`src/rtl/instruction_fetch.sv`:
```
// rtl/instruction_fetch.sv - PC, instruction register, req/ack fetch FSM and return-address stack
module instruction_fetch #(
    parameter int                    ADDR_WIDTH  = 16,
    parameter logic [ADDR_WIDTH-1:0] RESET_PC    = '0,
    parameter int                    STACK_DEPTH = 8
) (
    input  logic                  clk,
    input  logic                  reset,
    input  logic                  fetch_start,
    input  logic                  PCWrite,
    input  logic [1:0]            pcSrc,
    input  logic                  branch_cond,
    input  logic                  push,
    input  logic                  pop,
    output logic                  imem_req,
    output logic [ADDR_WIDTH-1:0] imem_addr,
    input  logic [31:0]           imem_rdata,
    input  logic                  imem_ack,
    output logic [ADDR_WIDTH-1:0] pc,
    output logic [31:0]           ir,
    output logic [5:0]            opcode,
    output logic                  ir_valid,
    output logic                  fetch_done,
    output logic                  busy,
    output logic                  stack_err
);

    localparam int SPW = $clog2(STACK_DEPTH);
    localparam logic [ADDR_WIDTH-1:0] JMASK = ADDR_WIDTH'(26'h3FF_FFFF);

    typedef enum logic {S_IDLE, S_WAIT} state_t;

    state_t                state_q, state_d;
    logic [ADDR_WIDTH-1:0] fetch_addr;
    logic [ADDR_WIDTH-1:0] pc_plus1, branch_off, jump_target, top, pc_next;
    logic [SPW:0]          sp;
    logic [ADDR_WIDTH-1:0] stack_mem [STACK_DEPTH];
    logic                  idle, stack_empty, stack_full, stack_we;
    logic [SPW-1:0]        wr_idx;

    always_ff @(posedge clk or negedge reset) begin
        if (!reset) state_q <= S_IDLE;
        else        state_q <= state_d;
    end

    always_comb begin
        state_d  = state_q;
        imem_req = 1'b0;
        busy     = 1'b0;
        unique case (state_q)
            S_IDLE: if (fetch_start) state_d = S_WAIT;
            S_WAIT: begin
                imem_req = 1'b1;
                busy     = 1'b1;
                if (imem_ack) state_d = S_IDLE;
            end
            default: state_d = S_IDLE;
        endcase
    end

    assign idle        = (state_q == S_IDLE);
    assign imem_addr   = fetch_addr;
    assign opcode      = ir[31:26];
    assign pc_plus1    = pc + ADDR_WIDTH'(1);
    assign branch_off  = ADDR_WIDTH'($signed(ir[15:0]));
    // Jump keeps the PC bits above the 26-bit field when the PC is wider than it.
    assign jump_target = (pc & ~JMASK) | (ADDR_WIDTH'(ir[25:0]) & JMASK);
    assign stack_empty = (sp == '0);
    assign stack_full  = (sp == (SPW+1)'(STACK_DEPTH));
    assign top         = stack_empty ? '0 : stack_mem[SPW'(sp - (SPW+1)'(1))];

    always_comb begin
        pc_next = pc_plus1;
        unique case (pcSrc)
            2'b00: pc_next = pc_plus1;
            2'b01: pc_next = branch_cond ? pc_plus1 + branch_off : pc_plus1;
            2'b10: pc_next = jump_target;
            2'b11: pc_next = top;
            default: pc_next = pc_plus1;
        endcase
    end

    // Push+pop on a non-empty stack overwrites the top entry in place.
    assign wr_idx   = (pop && !stack_empty) ? SPW'(sp - (SPW+1)'(1)) : SPW'(sp);
    assign stack_we = idle && push && (pop || !stack_full);

    always_ff @(posedge clk) begin
        if (stack_we) stack_mem[wr_idx] <= pc_plus1;
    end

    always_ff @(posedge clk or negedge reset) begin
        if (!reset) begin
            sp        <= '0;
            stack_err <= 1'b0;
        end else if (idle) begin
            if (push && pop) begin
                if (stack_empty) begin
                    sp        <= (SPW+1)'(1);
                    stack_err <= 1'b1;
                end
            end else if (push) begin
                if (stack_full) stack_err <= 1'b1;
                else            sp <= sp + (SPW+1)'(1);
            end else if (pop) begin
                if (stack_empty) stack_err <= 1'b1;
                else             sp <= sp - (SPW+1)'(1);
            end
        end
    end

    always_ff @(posedge clk or negedge reset) begin
        if (!reset) begin
            pc         <= RESET_PC;
            fetch_addr <= RESET_PC;
            ir         <= '0;
            ir_valid   <= 1'b0;
            fetch_done <= 1'b0;
        end else begin
            fetch_done <= 1'b0;
            if (idle) begin
                if (fetch_start) fetch_addr <= pc;
                if (PCWrite) begin
                    pc <= pc_next;
                    if (pc_next != pc) ir_valid <= 1'b0;
                end
            end else if (imem_ack) begin
                ir         <= imem_rdata;
                ir_valid   <= 1'b1;
                fetch_done <= 1'b1;
            end
        end
    end

endmodule

```
`config.mk`:
```
export PLATFORM = sky130hd
export DESIGN_NAME = instruction_fetch
export DESIGN_NICKNAME = d
export VERILOG_FILES = /design/src/rtl/instruction_fetch.sv
export SDC_FILE = /design/constraint.sdc
export NUM_CORES = 1
export LEC_CHECK = 0
export CAP_MARGIN = 10
export CORE_MARGIN = 1
export CORE_UTILIZATION = 45
export CTS_CLUSTER_DIAMETER = 100
export DETAILED_ROUTE_END_ITERATION = 16
export HOLD_SLACK_MARGIN = 0.03
export PLACE_DENSITY = 0.69
export REMOVE_ABC_BUFFERS = 1
export SYNTH_ARGS = -nofsm -noshare
export SYNTH_HDL_FRONTEND = slang
export SYNTH_SLANG_ARGS = --single-unit
```
`constraint.sdc`:
```
create_clock -name clk -period 3.8 [get_ports clk]
set_input_delay 0.57 -clock clk [delete_from_list [all_inputs] [get_ports clk]]
set_output_delay 0.57 -clock clk [all_outputs]
set_load 0.02 [all_outputs]
```
==> results of run 1 <==
[worst register-to-register path, stage by stage, from the launching register on]
cell and delay, ps:
dfrtp_1 440, ha_4 180, buf_4 140, xor2_2 170, ha_1 370, o21ai_0 110, buf_4 160, o211ai_1 330
a2111oi_4 130, buf_4 170, o21ai_0 210, o41ai_2 130, a2111oi_2 310, a311oi_1 80, buf_4 170, xnor2_1 120
nand4_1 100, o31ai_1 240
[cells in the mapped netlist, drive strengths merged (5+ instances only)]
cell type and n:
a2111oi 5, a211oi 6, a21oi 31, a2bb2oi 5, a31oi 5, and3 14, buf 19, clkbuf 38
dfrtp 72, edfxtp 128, ha 19, inv 20, mux2 50, mux2i 10, mux4 32, nand2 54
nand2b 9, nand3 27, nand4 8, nor2 56, nor2b 9, nor3 8, o21a 5, o21ai 42
o22a 5, o2bb2ai 5, o31ai 7, xnor2 26, xor2 11
[metal layers]
layer  GRT usage (%)  vias up  wire length, um
met5               0        -                0
met4            6.75        0              663
met3            3.64       60             1760
met2            35.9      313            12200
met1            32.4     3678            11300
li1                -     3322                -
[where the power goes]
part	leakage (nW)	total [mW]	switching (mW)	internal, mW
registers	2.02	3.25	0.296	2.95
logic	2.56	5.72	3.08	2.64
clock network	0.280	1.82	0.880	0.936
[layout make-up]
class	count	area, um^2
fill	1748	9000
sequential	200	5650
multi-input combinational	510	4330
timing repair buffer	210	1900
clock buffer	18	429
tap	280	350
clock inverter	14	161
inverter	20	75.1
[final timing paths]
path	start	end	slack (ps)	cells past startpoint
hold reg to reg	stack_err$_DFFE_PN0P_	stack_err$_DFFE_PN0P_	470	2
setup reg to reg	pc[0]$_DFFE_PN0P_	ir_valid$_DFFE_PN0P_	140	17
max in group asynchronous	reset	imem_addr[0]$_DFFE_PN0P_	2860	2
hold / removal	reset	sp[2]$_DFFE_PN0P_	170	1
setup / recovery	pc[0]$_DFFE_PN0P_	ir_valid$_DFFE_PN0P_	140	17
min in group clk	stack_err$_DFFE_PN0P_	stack_err$_DFFE_PN0P_	470	2
[through the flow]
stage               hold slack, ps  total power, mW  cells
global placement               449             8.42   1207
floorplan                      274             6.38    730
finish                         167             10.8   1252
detailed placement             457             8.47   1207
global route                   224             11.3   1252
CTS                            188             10.4   1240
[logic make-up after synthesis]
kind of cell	count (synthesis)	synth area share [%]
buffers and inverters	77	3.39
AOI/OAI and AO/OA	159	11.1
xor gates and xnor gates	37	3.22
muxes	92	13.9
adders and majority gates	20	2.56
and+or+nand+nor	202	9.60
DFF	200	56.2
[sequential cells by signal (all words and copies together) (netlist names)]
signal      flops
ir             32
stack_mem     128
state_q         1
fetch_done      1
stack_err       1
imem_addr      16
sp              4
ir_valid        1
pc             16
[what timing repair did]
| item | in CTS | in global routing |
|---|---|---|
| gates resized for setup | 6 | 46 |
| setup buffers | 1 | 12 |
| pin swaps | 1 | 29 |
| endpoints found under the setup margin | 1 | 3 |
| gates cloned | 0 | 0 |
==> summary.txt, run 1 <==
Synthesis
  – Share of the synthesized area in the top cell type: between 30% and 40%
  – Cells after Synth: around 790
  – Post-Syn Area per Cell: 12.8 um^2
  – Area contributors post-synth: edfxtp_1 38%, dfrtp_1 18%, mux4_2 6.3%
  – Fraction of registers with async set/reset: 36.0%
  – Seq/Total Area, Yosys: 56.2%
  – Synth cell types: 68
  – Synthesized area: 10000 um^2
  – Post-synth EDFFs: 128
  – Synth Register Bits: 200
  – Synthesis Warnings: 0
  – Most common flop cell mapped by yosys: edfxtp_1
  – Largest area contributor in the netlist: edfxtp_1

CTS
  – Clock sinks: 200
  – # H-tree levels: 4
  – Reg clk slew, reported paths: 70 ps
  – CTS Root Buffer Type: clkbuf_16
  – CTS buffer count: 17
  – Clock Path Buffers: 2
  – CTS tree: yes
  – Clk Latency, worst-skew pair: 440 ps
  – CTS Hold Bufs: 0

Die
  – # IOs: 117
  – # rows: 54
  – Die H: between 150 and 200 um
  – Core area: approximately 22000 um^2
  – DIE AREA: 22900 um^2
  – Die W: 151 um
  – Initial core utilization: 45.9%

Detailed routing
  – Via count: 7373
  – Router iterations before antenna repair: 5
  – Per-cell routed wire length: 20.7 um
  – ANT nets after route: 0
  – DRC: 0
  – Vias per cell: 5.89
  – DRT iter0 DRCs: 661
  – Final wirelength: between 20000 and 30000 um

Critical path
  – Crit-path max FO: 4
  – Endpoint type of the worst setup path: flip-flop
  – Critical-path cell list: ha_4 -> buf_4 -> xor2_2 -> ha_1 -> o21ai_0 -> buf_4 -> o211ai_1 -> a2111oi_4 -> buf_4 -> o21ai_0 -> o41ai_2 -> a2111oi_2 -> a311oi_1 -> buf_4 -> xnor2_1 -> nand4_1 -> o31ai_1
  – CP most frequent cell: buf_4
  – CP startpoint kind: flip-flop
  – Worst EP arrival: 4000 ps
  – Largest delay share family, worst path: compound AO/OA/AOI/OAI gates
  – Data required, critical path: 4140 ps
  – Crit path kind: flip-flop to flip-flop
  – CP bufs+invs: 4
  – Max stage delay on crit path: 440 ps
  – Slowest CP cell: dfrtp_1

Global route
  – Global route overflow: 0
  – Vias in the first global route: around 6700
  – GR Util All Layers: 22.8%
  – Largest net degree at the start of global routing: 53
  – First-pass GRT wire length: 38400 um
  – Initial antenna violation count: 0

Timing
  – Slew Limit Fails: 0
  – Setup violators final: 0
  – Slew HR: 33.8%
  – Achievable Freq: 0.273 GHz
  – Min cycle time layout: ~3700 ps
  – Fin crit share: between 90% and 100%
  – Layout Skew: 13.3 ps
  – Final Hold Violating Endpoints: 0
  – Actual slew at the worst max-slew pin: 991 ps
  – Setup TNS: 0 ps
  – Worst setup margin: 140 ps

Placed design
  – Setup Slack @ Placement: -164 ps
  – DPL Wire Length: 17900 um
  – Port Buffers: between 100 and 150
  – GP Congestion: 0.969
  – Post-DP Area: 11900 um^2

Flow run
  – Max Cap Violations: 0

Cells and area
  – Nets: about 1000
  – Final Cell Area: 12900 um^2
  – Most frequent cells in the layout: 128 x edfxtp_1, 115 x clkdlybuf4s50_1, 92 x buf_4
  – Share of layout cells above drive strength 1: 25.7%
  – Diode count: 0
  – Synth-to-Final Area Change: 28.3%
  – Fin util: between 50% and 60%
  – Most common cell after layout, fill and taps aside: edfxtp_1

Power
  – Pwr/cell area: 836 nW/um^2
  – Pleak: 4.86 nW
  – Peak supply drop: 0.420 mV

Run status
  – Status: finished clean

Hold path
  – Hold Crit Class: input port to asynchronous set/reset pin
No activity file was read; power rests on OpenSTA's default activity.
==> run 2: changes to the inputs <==
--- a/config.mk
+++ b/config.mk
@@ -8,11 +8,13 @@
 export CAP_MARGIN = 10
 export CORE_MARGIN = 1
 export CORE_UTILIZATION = 45
+export CTS_BUF_LIST = sky130_fd_sc_hd__clkbuf_8
 export CTS_CLUSTER_DIAMETER = 100
 export DETAILED_ROUTE_END_ITERATION = 16
 export HOLD_SLACK_MARGIN = 0.03
-export PLACE_DENSITY = 0.69
+export PLACE_DENSITY = 0.71
 export REMOVE_ABC_BUFFERS = 1
+export SKIP_CTS_REPAIR_TIMING = 1
 export SYNTH_ARGS = -nofsm -noshare
 export SYNTH_HDL_FRONTEND = slang
 export SYNTH_SLANG_ARGS = --single-unit
==> run 2 against run 1 <==
Cell area decreased by 2.4%. Largest cell class unchanged. Critical path depth decreased by 2. Clock skew increased by 8.1 ps. Via count decreased by 3.2%.
==> summary.txt, run 2 (synthesis results as in run 1) <==
Power
  – Pwr Total: 10.1 mW
  – Pleak: 4.73 nW
  – Power share of the combinational group: 55.3%
  – Pwr/cell area: around 800 nW/um^2
  – Flop pwr share: 32.1%
  – Peak supply drop: between 0.4 and 0.5 mV
  – Net Sw Frac: 40.6%
  – Pint: 6.00 mW
  – Clock power frac: approximately an eighth
  – Switching power of the nets: a little over 4 mW

Timing
  – Slew Limit Fails: 0
  – Actual slew at the worst max-slew pin: 972 ps
  – Final Hold Violating Endpoints: 0
  – Min cycle time layout: 3690 ps
  – Fin crit share: slightly below 100%
  – Worst hold margin: 125 ps
  – Setup violators final: 0
  – Achievable Freq: about 0.27 GHz
  – Slew HR: 35.1%
  – Layout Skew: 21.4 ps
  – Worst setup margin: 111 ps

Critical path
  – Crit-path max FO: 4
  – Worst R2R Path Depth: 15
  – Worst setup path end: ir_valid$_DFFE_PN0P_
  – Slowest CP cell: dfrtp_1
  – Setup crit start: pc[0]$_DFFE_PN0P_
  – Worst EP arrival: ~4000 ps
  – Flop2flop setup slack: 110 ps
  – RR Endpoint: ir_valid$_DFFE_PN0P_
  – CP startpoint kind: flip-flop
  – Crit path kind: flip-flop to flip-flop
  – Critical-path cell list: ha_2 -> and4_4 -> nand4_1 -> xnor2_2 -> ha_2 -> a21o_1 -> a21o_4 -> a21oi_2 -> o21ai_1 -> a21o_1 -> a2111oi_4 -> a211oi_2 -> xnor2_1 -> nand4_1 -> o31ai_2
  – Data required, critical path: 4200 ps
  – Endpoint type of the worst setup path: flip-flop
  – Max stage delay on crit path: slightly above 400 ps
  – Worst r2r src: pc[0]$_DFFE_PN0P_

Cells and area
  – Diode count: 0
  – Multi-input logic area: 4290 um^2
  – Nets: 1010
  – Most flops, register: stack_mem
  – Most frequent cells in the layout: 128 x edfxtp_1, 115 x clkdlybuf4s50_1, 77 x buf_4
  – Largest register FFs: 128
  – Fin cells: ~1200
  – Regs by FF count: stack_mem (128), ir (32)
  – Share of layout cells above drive strength 1: between 20% and 30%
  – Most common cell after layout, fill and taps aside: edfxtp_1
  – Synth-to-Final Area Change: 25.2%
  – FILL cells: roughly 1800
  – Sequential Area: 5650 um^2

Global route
  – Largest net degree at the start of global routing: 56
  – First-pass GRT wire length: 38500 um
  – Vias in the first global route: 6858
  – GR Util All Layers: 22.8%
  – Global route overflow: 0
  – Initial antenna violation count: 0

Die
  – # IOs: 117
  – Initial core utilization: 45.9%
  – Die H: 151 um
  – # rows: 54
  – Core area: approximately 22000 um^2
  – DIE AREA: 22900 um^2
  – Die W: 151 um

Flow run
  – Max Cap Violations: 0

CTS
  – Clk Latency, worst-skew pair: 490 ps
  – Clock Path Buffers: 2
  – # H-tree levels: 4
  – CTS Root Buffer Type: clkbuf_8
  – CTS tree: yes
  – Clock sinks: 200
  – Reg clk slew, reported paths: 110 ps
  – CTS buffer count: 17

Detailed routing
  – ANT nets after route: 0
  – M1 WL: 11600 um
  – DRT iter0 DRCs: 565
  – Router iterations before antenna repair: 8
  – Top sig layer: met4
  – Final wirelength: 25300 um
  – Via count: 7135
  – Per-cell routed wire length: roughly 20 um
  – WL met2: about 12000 um
  – Met3 WL: 1250 um
  – DRC: 0
  – Vias per cell: between 5 and 6

Placed design
  – DPL Wire Length: roughly 18000 um
  – GP Congestion: 1.03
  – Cell Count Post-Placement: between 1000 and 1500
  – Setup Slack @ Placement: -63.9 ps
  – Port Buffers: 116

Hold path
  – Hold Crit Class: input port to asynchronous set/reset pin

Run status
  – Status: finished clean
## run 2: changes by cell type in the layout (fill, tap and decap cells not counted), moves of 3 or more
cell	delta
clkbuf_16	-17
buf_4	-15
buf_12	+4
clkbuf_8	+17
inv_1	+4
clkinvlp_4	-3
## run 2: how the worst min path moves through the flow
stage	cells past startpoint	to	start
4_1_cts	1	ir[7]$_DFFE_PN0P_	reset
6_report	1	ir[8]$_DFFE_PN0P_	reset
5_1_grt	1	ir[7]$_DFFE_PN0P_	reset
3_5_place_dp	2	stack_err$_DFFE_PN0P_	stack_err$_DFFE_PN0P_
2_1_floorplan	0	fetch_done$_DFF_PN0_	reset
3_3_place_gp	2	stack_err$_DFFE_PN0P_	stack_err$_DFFE_PN0P_
## run 2: metrics by stage
| stage | area [um^2] | util [%] | TNS [ps] |
|---|---|---|---|
| global route | 12600 | 57.5 | -38.1 |
| finish | 12600 | 57.5 | 0 |
| detailed placement | 12000 | 54.8 | -63.9 |
| floorplan | 9780 | - | -43430 |
| global placement | 12000 | 54.8 | 0 |
| CTS | 12300 | 56.4 | -81.7 |
## run 2: area by class of cell
cell class              count  area share [%]
inverters                  20           0.596
clock buffers              17            1.86
repair buffers            199            14.9
flip-flops and latches    200            44.9
multi-input cells         510            34.1
clock inverters            15           0.974
well taps                 280            2.78
## run 2: worst max-delay path, delay by kind of cell (launching register included)
family / cells / cell delay (ps)
flip-flops: 1 / 410
AO/OA/AOI/OAI: 8 / 1690
adder cells (fa/ha/maj): 2 / 550
AND/OR/NAND/NOR: 3 / 530
XOR/XNOR: 2 / 430
## run 2: power by group through the flow
stage	clock [mW]	sequential, mW	combinational, mW
final	1.27	3.24	5.58
after CTS	1.30	3.24	5.26
after detailed placement	0	3.29	5.24
after global placement	0	3.27	5.19
after global routing	1.39	3.30	6.01
after floorplan	0	3.71	2.67
## run 2: per-layer routing
metal  up-vias  global-route usage, %
met5         -                      0
met4         0                   6.55
met3        36                   4.25
met2       256                   35.9
met1      3544                   32.0
li1       3299                      -
